$ cat src/rtl/conv_window_gen.sv
// Streaming 3x3 sliding-window generator: two line buffers plus a 3x3 register
// window turn a raster-order pixel stream into valid-convolution windows.
`ifndef DATA_SIZE
`define DATA_SIZE 8
`endif

module conv_window_gen #(
    parameter int KERNEL_WIDTH  = 3,
    parameter int KERNEL_LENGTH = 3,
    parameter int MAP_WIDTH     = 8,
    parameter int MAP_HEIGHT    = 8
) (
    input  logic                                             clk,
    input  logic                                             rst_n,
    input  logic [`DATA_SIZE-1:0]                            pix_in,
    input  logic                                             pix_valid,
    output logic                                             pix_ready,
    output logic [KERNEL_WIDTH*KERNEL_LENGTH*`DATA_SIZE-1:0] map_out,
    output logic                                             win_valid,
    input  logic                                             win_ready,
    output logic                                             frame_done
);
    localparam int D  = `DATA_SIZE;
    localparam int CW = $clog2(MAP_WIDTH);
    localparam int RW = $clog2(MAP_HEIGHT);

    typedef enum logic [1:0] {
        FILL   = 2'd0,
        STREAM = 2'd1,
        WRAP   = 2'd2
    } state_t;

    state_t        state, state_nxt;
    logic [CW-1:0] col, col_nxt;
    logic [RW-1:0] row, row_nxt;
    logic          accept;
    logic          last_win;
    logic [D-1:0]  win [3][3];
    logic [D-1:0]  lb0 [MAP_WIDTH];
    logic [D-1:0]  lb1 [MAP_WIDTH];

    assign pix_ready = rst_n & (~win_valid | win_ready);
    assign accept    = pix_valid & pix_ready;

    // state classifies the pixel that will be accepted next
    always_comb begin
        col_nxt   = col;
        row_nxt   = row;
        state_nxt = state;
        if (accept) begin
            if (col == CW'(MAP_WIDTH - 1)) begin
                col_nxt = '0;
                row_nxt = (row == RW'(MAP_HEIGHT - 1)) ? '0 : row + 1'b1;
            end else begin
                col_nxt = col + 1'b1;
            end
            if (row_nxt < RW'(2) || col_nxt < CW'(2))
                state_nxt = FILL;
            else if (row_nxt == RW'(MAP_HEIGHT - 1) && col_nxt == CW'(MAP_WIDTH - 1))
                state_nxt = WRAP;
            else
                state_nxt = STREAM;
        end
    end

    always_ff @(posedge clk or negedge rst_n) begin
        if (!rst_n) begin
            state      <= FILL;
            col        <= '0;
            row        <= '0;
            win_valid  <= 1'b0;
            last_win   <= 1'b0;
            frame_done <= 1'b0;
            for (int r = 0; r < 3; r++)
                for (int c = 0; c < 3; c++)
                    win[r][c] <= '0;
        end else begin
            state      <= state_nxt;
            col        <= col_nxt;
            row        <= row_nxt;
            frame_done <= win_valid & win_ready & last_win;
            if (accept) begin
                for (int r = 0; r < 3; r++) begin
                    win[r][0] <= win[r][1];
                    win[r][1] <= win[r][2];
                end
                win[0][2] <= lb1[col];
                win[1][2] <= lb0[col];
                win[2][2] <= pix_in;
            end
            // a window-producing pixel can only be accepted when the slot is free
            if (accept && state != FILL) begin
                win_valid <= 1'b1;
                last_win  <= (state == WRAP);
            end else if (win_ready) begin
                win_valid <= 1'b0;
            end
        end
    end

    // Line buffers are never cleared; FILL keeps their stale rows out of map_out.
    always_ff @(posedge clk) begin
        if (accept) begin
            lb1[col] <= lb0[col];
            lb0[col] <= pix_in;
        end
    end

    for (genvar k = 0; k < 9; k++) begin : g_map
        assign map_out[D*(9-k)-1 -: D] = win[k/3][k%3];
    end

endmodule

$ cat config.mk
export PLATFORM = sky130hd
export DESIGN_NAME = conv_window_gen
export DESIGN_NICKNAME = d
export VERILOG_FILES = /design/src/rtl/conv_window_gen.sv
export SDC_FILE = /design/constraint.sdc
export NUM_CORES = 1
export LEC_CHECK = 0
export ABC_AREA = 1
export CORE_MARGIN = 2
export CORE_UTILIZATION = 57
export CTS_CLUSTER_SIZE = 20
export DETAILED_ROUTE_END_ITERATION = 7
export HOLD_SLACK_MARGIN = 0.06
export PLACE_DENSITY = 0.84
export REMOVE_ABC_BUFFERS = 1
export SYNTH_ARGS = -nofsm -noshare
export SYNTH_HDL_FRONTEND = slang
export SYNTH_SLANG_ARGS = --single-unit
export TNS_END_PERCENT = 1
$ cat constraint.sdc
create_clock -name clk -period 3.6 [get_ports clk]
set_clock_uncertainty 0.2 [all_clocks]
set_input_delay 0.36 -clock clk [delete_from_list [all_inputs] [get_ports clk]]
set_output_delay 0.36 -clock clk [all_outputs]
set_load 0.01 [all_outputs]
Yosys cells after proc, flatten, opt, wreduce, memory -nomap -nowiden
Memory sizes are Yosys's and may differ from the RTL's. A register that Yosys moved wholly into a read port is not among the register bits. Cells that the tools add are included. W data, S select, Z words.

Word-level logic and storage cells: 48. Input port bits: 12. Output and inout port bits: 75. Memories: 2. Bits in registers: 75. Bits in writable memories: 128.

Bitwise logic cells: 6. Add/subtract/negate cells: 2. Magnitude comparators: 2. Mux-type cells: 11. Equal/unequal tests: 5. Reductions and logical operators: 6.

Memory list: lb0 (words 8, bits a word 8, rd ports 1, clocked after memory_dff 0, write ports 1, line 39) `logic [D-1:0] lb0 [MAP_WIDTH];`; lb1 (words 8, bits a word 8, rd ports 1, clocked after memory_dff 1, write ports 1, line 40) `logic [D-1:0] lb1 [MAP_WIDTH];`.

Operators by type and width (count): $mux W3 (5); $eq A3 B3 Y1 const B (4); $add A3 B1 Y3 const B (2); $lt A3 B2 Y1 const B (2); $and A1 B1 Y1 (4); $mux W1 (4); $mux W2 (2); $reduce_bool A2 Y1 (2); $eq A2 B2 Y1 const B (1); $logic_and A1 B1 Y1 (2); $logic_not A1 Y1 (1); $logic_or A1 B1 Y1 (1); $not A1 Y1 (1); $or A1 B1 Y1 (1).

Logic depth before layout (Yosys ltp)
Word-level depth: 9. Gate-level depth with buffers: 11.

Least setup slack after synthesis
No wires, ideal clock.

Kind: reg2reg. From: register win_valid. To: memory lb0[1][0] in the netlist's numbering, enable pin. Stages on the path, launching flop included: 6. Slack: 484 ps. Data arrival time: 2486 ps. Cells stage by stage: dfrtp_1 nand2_1 and2_4 nand2_4 buf_2 nor4_1.

Cells in the longest elaborated chain, start to end: 6.

Ends and longest elaborated chain: start, declared (line 19) `output logic win_valid,`; start signal, assigned (line 71) `win_valid <= 1'b0;`; start signal, assigned (line 93) `win_valid <= 1'b1;`; start signal, assigned (line 96) `win_valid <= 1'b0;`; $not A1 Y1 (line 42) `assign pix_ready = rst_n & (~win_valid | win_ready);`; $or A1 B1 Y1 (line 42); $and A1 B1 Y1 (line 42); named net pix_ready (line 17) `output logic pix_ready,`; $and A1 B1 Y1 (line 43) `assign accept = pix_valid & pix_ready;`; $mux W1 (line 103) `if (accept) begin`; $mux W1 (implied by the code) (line 105) `lb0[col] <= pix_in;`; end, declared (line 39).

The timed path passes the listed nets, and every way through them passes these cells.

Final worst setup path
From: input port rst_n. To: output port pix_ready.

Cells in the longest elaborated chain, start to end: 1.

Ends and longest elaborated chain: start, declared (line 14) `input logic rst_n,`; $and A1 B1 Y1 (line 42); end, declared (line 17).

No other way between the ends.

==> impl_results.md <==
- Final period utilization: between 70% and 80%
- Post-route ant nets: 0
- Req. time, crit path: between 3000 and 4000 ps
- Layout Utilization: between 70 and 80%
- Leak Pwr: 4.655 nW
- Largest stage delay on the critical path: approximately 540 ps
- Placed Area: about 9600 µm²
- Pins over their slew limit: 0
- Post-Syn Area: about 8600 µm²
- Die height: 126.9 µm
- Cell Rows: 44
- Final nets: 952
- Worst vdd ir: approximately 430 µV
- Worst-Margin Slew: 798.5 ps
- Status: completed
- Inserted Clock Buffers: 21
- Startpoint Class: primary input
- Synth Instances: 850
- Synth-to-Final Area Change: 20.39%
- RePlAce Congestion: 0.7699
- Fin crit period: 2614 ps
- Hold Fails Final Rpt: 0
- Routed Wire Length: 17.38 mm
- Congestion Overflow GR: 0
- CP Capture Type: primary output
- Pin count of the biggest net entering global routing: 78
- Layout cells sized above 1: 7.684%
- Post-CTS setup buffers: 0
- Hold crit path type: in2async
- Worst relative slew slack: 46.77%
- 1st-iter DRT viols: 522
- Number of antenna diodes: 0
- Max-cap violations: 0
- Sequential element share of the synthesized area: 68.72%
- Crit path cell chain: dlygate4sd3_1, buf_4, and2_4, clkdlybuf4s50_1
- Critical path type: in2out
- First-pass GRT wire length: 28.46 mm
- Synth top area share: between 40% and 50%
- Slowest CP cell: clkdlybuf4s50_1
- Die X: 126.9 µm
- Final Instance Area: 10,370 µm²
- Distinct cell type count after synthesis: 22
- Synth Warn #: 0
- Hold buffers post-CTS: 1
- RSZ-0062 raised after global routing: false
- Power Density: 796.8 nW/µm²
- Core area: 14,640 µm²
- GRT Overall Usage: 22.04%
- Synth area leader: edfxtp_1
- Routed vias/inst: 5.275
- Count of input and output buffers: 86
- Final setup fails: 0
- Synthesized area per cell: a little over 10 µm²
- Via count: 5,982
- Vias in the first global route: about 5,800
- DRC: 0
- Dpl hpwl: 10.16 mm
- Clock Sinks: 211
- R2R setup slack: ~1200 ps
- Die ar.: 16,120 µm²
- Max Fanout on Critical Path: 32
- CTS H-tree lvls: 1
- Worst skew pair latency: 490 ps
- Max Buffers Root-to-Sink: 3
- Initial core utilization: about 59%
- Resize count post-CTS: 0
- Data arrival time of the worst path: 2050 ps
- DRT Pass-1 Iters: 5
- Buf/Inv on CP: 3
- DR WL/cell: between 15 and 20 µm
- Hold_ws: 161.4 ps
- Worst-path clk slew: 60 ps
- # IOs: 87
- Highest Clock Rate: 382.6 MHz
- Initial antenna violation count: 0
- Root Buffer: clkbuf_16
- Synth top area cells: edfxtp_1 45%, dfrtp_1 24%, nand2_1 21%
- CTS tree: done
- Synth Register Bits: 211
- CP top delay family: buffers and inverters
==> final cells by class <==
type | count | area (µm²)
tap | 184 | 230.2
inverter | 16 | 62.56
sequential | 211 | 5922
timing repair buffer | 108 | 1039
clock inverter | 10 | 127.6
multi-input combinational | 577 | 2379
fill | 1000 | 4272
clock buffer | 28 | 613.1
==> layout by cell type (no fill, tap or decap) <==
cell / synthesis / layout
nand2_4: 1 / 1
edfxtp_1: 128 / 128
clkinv_1: 0 / 1
a21oi_1: 1 / 1
buf_12: 0 / 1
nor2_1: 16 / 16
clkbuf_1: 6 / 2
inv_2: 3 / 3
ha_1: 5 / 5
o21ai_1: 7 / 7
dfrtp_2: 0 / 1
nor2_2: 1 / 1
nand2_1: 492 / 492
nand4_1: 14 / 14
clkbuf_16: 0 / 22
bufinv_16: 0 / 3
dfrtp_1: 83 / 82
dlygate4sd3_1: 0 / 1
inv_1: 12 / 12
inv_6: 0 / 1
clkdlybuf4s50_1: 0 / 85
nand3_1: 15 / 15
nor4_2: 4 / 8
clkinv_2: 0 / 5
and2_4: 1 / 1
clkbuf_8: 0 / 4
buf_4: 15 / 21
inv_4: 1 / 1
o21ai_0: 16 / 16
==> through the flow <==
stage	TNS [ps]	total power [mW]	setup slack (ps)	cells
5_1_grt	0	8.734	886.0	1134
4_1_cts	0	8.313	940.4	1134
3_3_place_gp	0	5.931	1032	1095
3_5_place_dp	0	6.014	993.0	1095
6_report	0	8.265	986.2	1134
2_1_floorplan	-33210	4.833	-723.8	804
==> flip-flops by register name, indices dropped and copies added, names as in the netlist <==
name	cells
map_out	72
lb0	64
lb1	64
col	3
row	3
state	2
frame_done	1
last_win	1
win_valid	1
==> routing by layer <==
layer	GRT usage, %	wire length (µm)
met5	0	0
met4	7.563	382
met3	2.995	1078
met2	37.92	8580
met1	29.18	7340
==> synth_stat cells <==
| cell | count |
|---|---|
| nand3_1 | 15 |
| buf_6 | 3 |
| inv_2 | 3 |
| nor4_1 | 4 |
| and2_4 | 1 |
| nand2_1 | 492 |
| o21ai_1 | 7 |
| nor2_1 | 16 |
| nor4_2 | 4 |
| ha_1 | 5 |
| clkbuf_1 | 6 |
| inv_1 | 12 |
| nand2_4 | 1 |
| buf_4 | 15 |
| edfxtp_1 | 128 |
| a21oi_1 | 1 |
| dfrtp_1 | 83 |
| buf_2 | 22 |
| inv_4 | 1 |
| nor2_2 | 1 |
| o21ai_0 | 16 |
| nand4_1 | 14 |
==> worst paths after layout <==
kind / from / endpoint / depth (start not counted)
max in group asynchronous: rst_n / col[0] / 3
max: rst_n / pix_ready / 4
min in group clk: win_ready / frame_done / 3
max reg2reg: col[0] / state[0] / 10
min reg2reg: map_out[46] / map_out[46] / 2
min: rst_n / map_out[43] / 2
==> cell families after synthesis <==
kind of cell             after synthesis  synth area share, %
AND/OR/NAND/NOR                      548                25.20
adder cells (fa/ha/maj)                5               0.7261
buffers and inverters                 62                3.965
flip-flops                           211                68.72
AO/OA/AOI/OAI                         24                1.394
==> power breakdown <==
part / total, mW / internal (mW) / leakage [nW] / switching [mW]
combinational: 2.52 / 0.978 / 2.05 / 1.54
clock: 2.28 / 1.41 / 0.370 / 0.866
sequential: 3.47 / 3.20 / 2.23 / 0.269
Power figures use the tool's default switching activity.
